[config.mk]
export PLATFORM = sky130hd
export DESIGN_NAME = data_pack_gearbox
export DESIGN_NICKNAME = d
export VERILOG_FILES = /design/src/rtl/data_pack_gearbox.sv
export SDC_FILE = /design/constraint.sdc
export NUM_CORES = 1
export LEC_CHECK = 0
export CAP_MARGIN = 20
export CORE_ASPECT_RATIO = 0.9
export CORE_MARGIN = 2
export CORE_UTILIZATION = 35
export CTS_CLUSTER_SIZE = 16
export DETAILED_ROUTE_END_ITERATION = 8
export PLACE_DENSITY = 0.63
export SYNTH_ARGS = -nofsm -noshare
export SYNTH_HDL_FRONTEND = slang
export SYNTH_SLANG_ARGS = --single-unit
[constraint.sdc]
create_clock -name clk -period 4.8 [get_ports clk]
set_clock_uncertainty 0.05 [all_clocks]
set_input_delay 0.96 -clock clk [delete_from_list [all_inputs] [get_ports clk]]
set_output_delay 0.96 -clock clk [all_outputs]
set_load 0.1 [all_outputs]
[src/rtl/data_pack_gearbox.sv]
// data_pack_gearbox: packs RATIO=DO_WIDTH/DI_WIDTH narrow words into one wide word.
// Ports: clk, reset (async, active-high);
//   input stream  din/din_valid/din_last -> din_ready;
//   output stream dout/dout_cnt/dout_last/dout_valid <- dout_ready.
// The first accepted word lands in the MS lane. dout_cnt is the number of valid lanes.
// Optional idle-timeout flush of partial words is enabled by defining DPACK_TIMEOUT_EN.
module data_pack_gearbox #(
  parameter int DI_WIDTH = 32,
  parameter int DO_WIDTH = 64,
  parameter int IDLE_TIMEOUT = 16,
  localparam int RATIO = DO_WIDTH / DI_WIDTH,
  localparam int CW = $clog2(RATIO + 1)
) (
  input  logic                clk,
  input  logic                reset,
  input  logic [DI_WIDTH-1:0] din,
  input  logic                din_valid,
  input  logic                din_last,
  output logic                din_ready,
  output logic [DO_WIDTH-1:0] dout,
  output logic [CW-1:0]       dout_cnt,
  output logic                dout_last,
  output logic                dout_valid,
  input  logic                dout_ready
);
  if (RATIO < 2 || DO_WIDTH % DI_WIDTH != 0 || IDLE_TIMEOUT < 1 || IDLE_TIMEOUT > 65535) begin : g_bad_param
    $error("data_pack_gearbox: illegal parameters");
  end
  logic [DO_WIDTH-1:0] asm_q, pk;
  logic [CW-1:0] asm_cnt, fill;
  logic pend, pend_last, accept, out_free, close, load, tmo;
  assign din_ready = !pend;
  assign accept = din_valid && !pend;
  assign out_free = !dout_valid || dout_ready;
  // Unused lanes of the assembly are always zero, so OR-ing the shifted word places it.
  assign pk = accept ? asm_q | ((DO_WIDTH'(din) << (DO_WIDTH - DI_WIDTH)) >> (DI_WIDTH * asm_cnt)) : asm_q;
  assign fill = asm_cnt + CW'(accept);
  assign close = !pend && ((accept && (din_last || asm_cnt == CW'(RATIO - 1))) || tmo);
  // A pending word has priority; it is the only thing that can load while pend is set.
  assign load = pend ? out_free : close && out_free;
`ifdef DPACK_TIMEOUT_EN
  logic [15:0] idle;
  assign tmo = !pend && asm_cnt != '0 && !accept && idle == 16'(IDLE_TIMEOUT);
  always_ff @(posedge clk or posedge reset)
    if (reset) idle <= '0;
    else if (accept || tmo) idle <= '0;
    else if (asm_cnt != '0 && !pend) idle <= idle + 16'd1;
`else
  assign tmo = 1'b0;
`endif
  always_ff @(posedge clk or posedge reset)
    if (reset) begin
      asm_q <= '0;
      asm_cnt <= '0;
      pend <= 1'b0;
      pend_last <= 1'b0;
      dout <= '0;
      dout_cnt <= '0;
      dout_last <= 1'b0;
      dout_valid <= 1'b0;
    end else begin
      if (load) begin
        dout <= pend ? asm_q : pk;
        dout_cnt <= pend ? asm_cnt : fill;
        dout_last <= pend ? pend_last : accept && din_last;
        dout_valid <= 1'b1;
      end else if (dout_ready) dout_valid <= 1'b0;
      if (load) begin
        asm_q <= '0;
        asm_cnt <= '0;
        pend <= 1'b0;
      end else if (close) begin
        asm_q <= pk;
        asm_cnt <= fill;
        pend <= 1'b1;
        pend_last <= accept && din_last;
      end else if (accept) begin
        asm_q <= pk;
        asm_cnt <= fill;
      end
    end
endmodule

==> reports/results.txt <==
FF+latch count, synth: 136
Minimum clock period: 3300 ps
GRT Residual Overflow: 0
Nets@finish: 600
Post-synthesis sequential area ratio: 64.49%
Port buffer count: 105
Fillers: 1341
Unrepaired setup endpoints after global routing: no
Multi-input logic area: 1484 µm²
CTS tree: yes
Max Slew Vio Count: 0
Slew margin rel.: 30.50%
First-pass GRT wire length: 18080 µm
Outcome: finished, final reports clean
Die area: 16080 µm²
Synthesized area: 5278 µm²
Rows: 42
RD Place Congestion: 0.8092
Critical Path RT: 3790 ps
Routed WL per cell: 13.75 µm
Core area: 14710 µm²
Startpoint Class: flip-flop
Max Freq: 0.3030 GHz
Yosys Warn Count: 0
Hold Buf Count CTS: 0
Distinct cells, synth: 28
Area delta synth->final: 34.97%
# DRC: 0
Max_cap viols: 0
Longest Clk Path Bufs: 2
ANT nets after route: 0
Cts repair resizes: 0
Clock sink total: 136
Initial antenna violation count: 0
Clk_lat worst skew: 410 ps
Post-CTS Setup Bufs: 0
Worst Setup End Kind: output pin
Number of global-route vias before repair: 3651
Crit path max fanout: 12
Die Wd: 133.4 µm
Die H: 120.5 µm
CP Data Arrival Time: 2290 ps
Final Non-Filler Cells: 773
Cells after synthesis: 458
Net count after synthesis: 496
Clock slew at reported path FFs: 60 ps
Crit Path Class: flip-flop to output pin
Setup Viol. Count Final: 0
Post-DP HPWL: 6813 µm
Drt pass-1 iters: 4
CTS HTree Levels: 4
Final wirelength: 10630 µm
Layout cells sized above 1: 6.957%
Placed cells: 741
Clk Tree Root Cell: clkbuf_16
Synth Area per Inst: 11.52 µm²
Final period utilization: 68.76%
GRT Overall Usage: 14.52%
DRC marker count from the first detailed-route iteration: 143
ANT cells: 0
Worst-Margin Slew: 1039 ps
Via count: 3487
Via-to-Cell Ratio: 4.511
Pin count of the biggest net entering global routing: 133
Final Hold Viols: 0
Sequential Area: 3403 µm²
Initial Util: 35.87%
Fin Setup TNS: 0 ps
Ports: 106
Hold Path Class: flip-flop to flip-flop
Num CTS Buffers: 17
==> metal layers <==
metal  track usage (%)  vias to the layer above  routed length (µm)
li1                  -                     1680                   -
met3             4.906                       11                 572
met2             21.88                       81                4830
met1             19.47                     1715                5089
met4             5.585                        0                 136
met5                 0                        -                   0
==> cells in the final DEF, fill, tap and decap left out, types with 3 or more instances in the layout <==
master	instances
a21oi_1	63
buf_4	4
bufinv_16	5
clkbuf_16	17
clkdlybuf4s50_1	105
clkinv_2	3
dfrtp_1	136
inv_1	65
mux2i_1	66
nand2_1	8
nor2_1	68
nor2b_1	6
o21ai_0	3
==> cell usage after synthesis <==
cell	instances	area, µm²
clkbuf_1	3	11.26
xor2_1	1	8.760
buf_2	11	55.05
nor2b_2	1	8.760
nor3b_1	1	7.510
nor2b_1	6	37.54
nand2_2	1	6.260
nor3_1	1	5.000
nor3b_4	1	18.77
and2_1	2	12.51
o21a_1	2	15.01
nand3b_1	1	7.510
a211oi_1	1	7.510
o211ai_2	1	12.51
o21ai_0	3	15.01
a21oi_1	63	315.3
buf_6	4	45.04
mux2_1	1	11.26
ha_1	1	12.51
nand2_1	8	30.03
o32a_1	1	10.01
mux2i_1	66	660.6
buf_4	6	45.04
inv_1	66	247.7
dfrtp_1	136	3403
nand2b_1	1	6.260
a31oi_1	1	6.260
nor2_1	68	255.2
==> path summary, 6_finish.rpt <==
check	endpoint	startpoint	slack, ps	cells past startpoint
min in group asynchronous	dout[51]	reset	960	2
setup / recovery	din_ready	pend	1500	2
hold / removal	asm_q[54]	asm_q[54]	420	2
setup reg to reg	dout_last	asm_cnt[0]	2420	4
max in group asynchronous	asm_q[40]	reset	2860	3
hold reg to reg	asm_q[54]	asm_q[54]	420	2
==> critical path: stages, from the launching register on <==
cell	delay, ps
dfrtp_1	540
inv_1	180
clkdlybuf4s50_1	1150
==> state kept, by name (all words and copies together) (netlist names) <==
name,cells
dout_last,1
pend_last,1
dout,64
dout_cnt,2
asm_cnt,2
pend,1
dout_valid,1
asm_q,64
==> kinds of logic (layout without fill, tap and decap cells) <==
kind of cell	count (synthesis)	in the layout	share of synthesized area, %
AO/OA/AOI/OAI	72	72	7.231
XOR/XNOR	1	1	0.1660
adder cells (fa/ha/maj)	1	1	0.2370
buffers and inverters	90	207	7.658
flip-flops	136	136	64.49
multiplexers	67	67	12.73
AND/OR/NAND/NOR	91	91	7.492
==> metrics by stage <==
step	instance area, µm²	worst slack [ps]	hold WS (ps)	util, %
after detailed placement	6469	1522	416.2	43.96
after global placement	6469	1578	411.6	43.96
after global routing	7123	1425	450.4	48.41
after floorplan	5278	150.5	399.0	-
final	7123	1500	424.0	48.41
after CTS	7123	1472	429.1	48.41
==> layout make-up <==
cell class,count,share of cell area (%)
sequential,136,47.78
clock buffer,20,6.411
tap,198,3.478
inverter,66,3.548
multi-input combinational,232,20.83
clock inverter,12,2.775
timing repair buffer,109,15.18
Power is not shown: default switching activity piles up to over one toggle a cycle in this logic, so the estimate is an artifact.
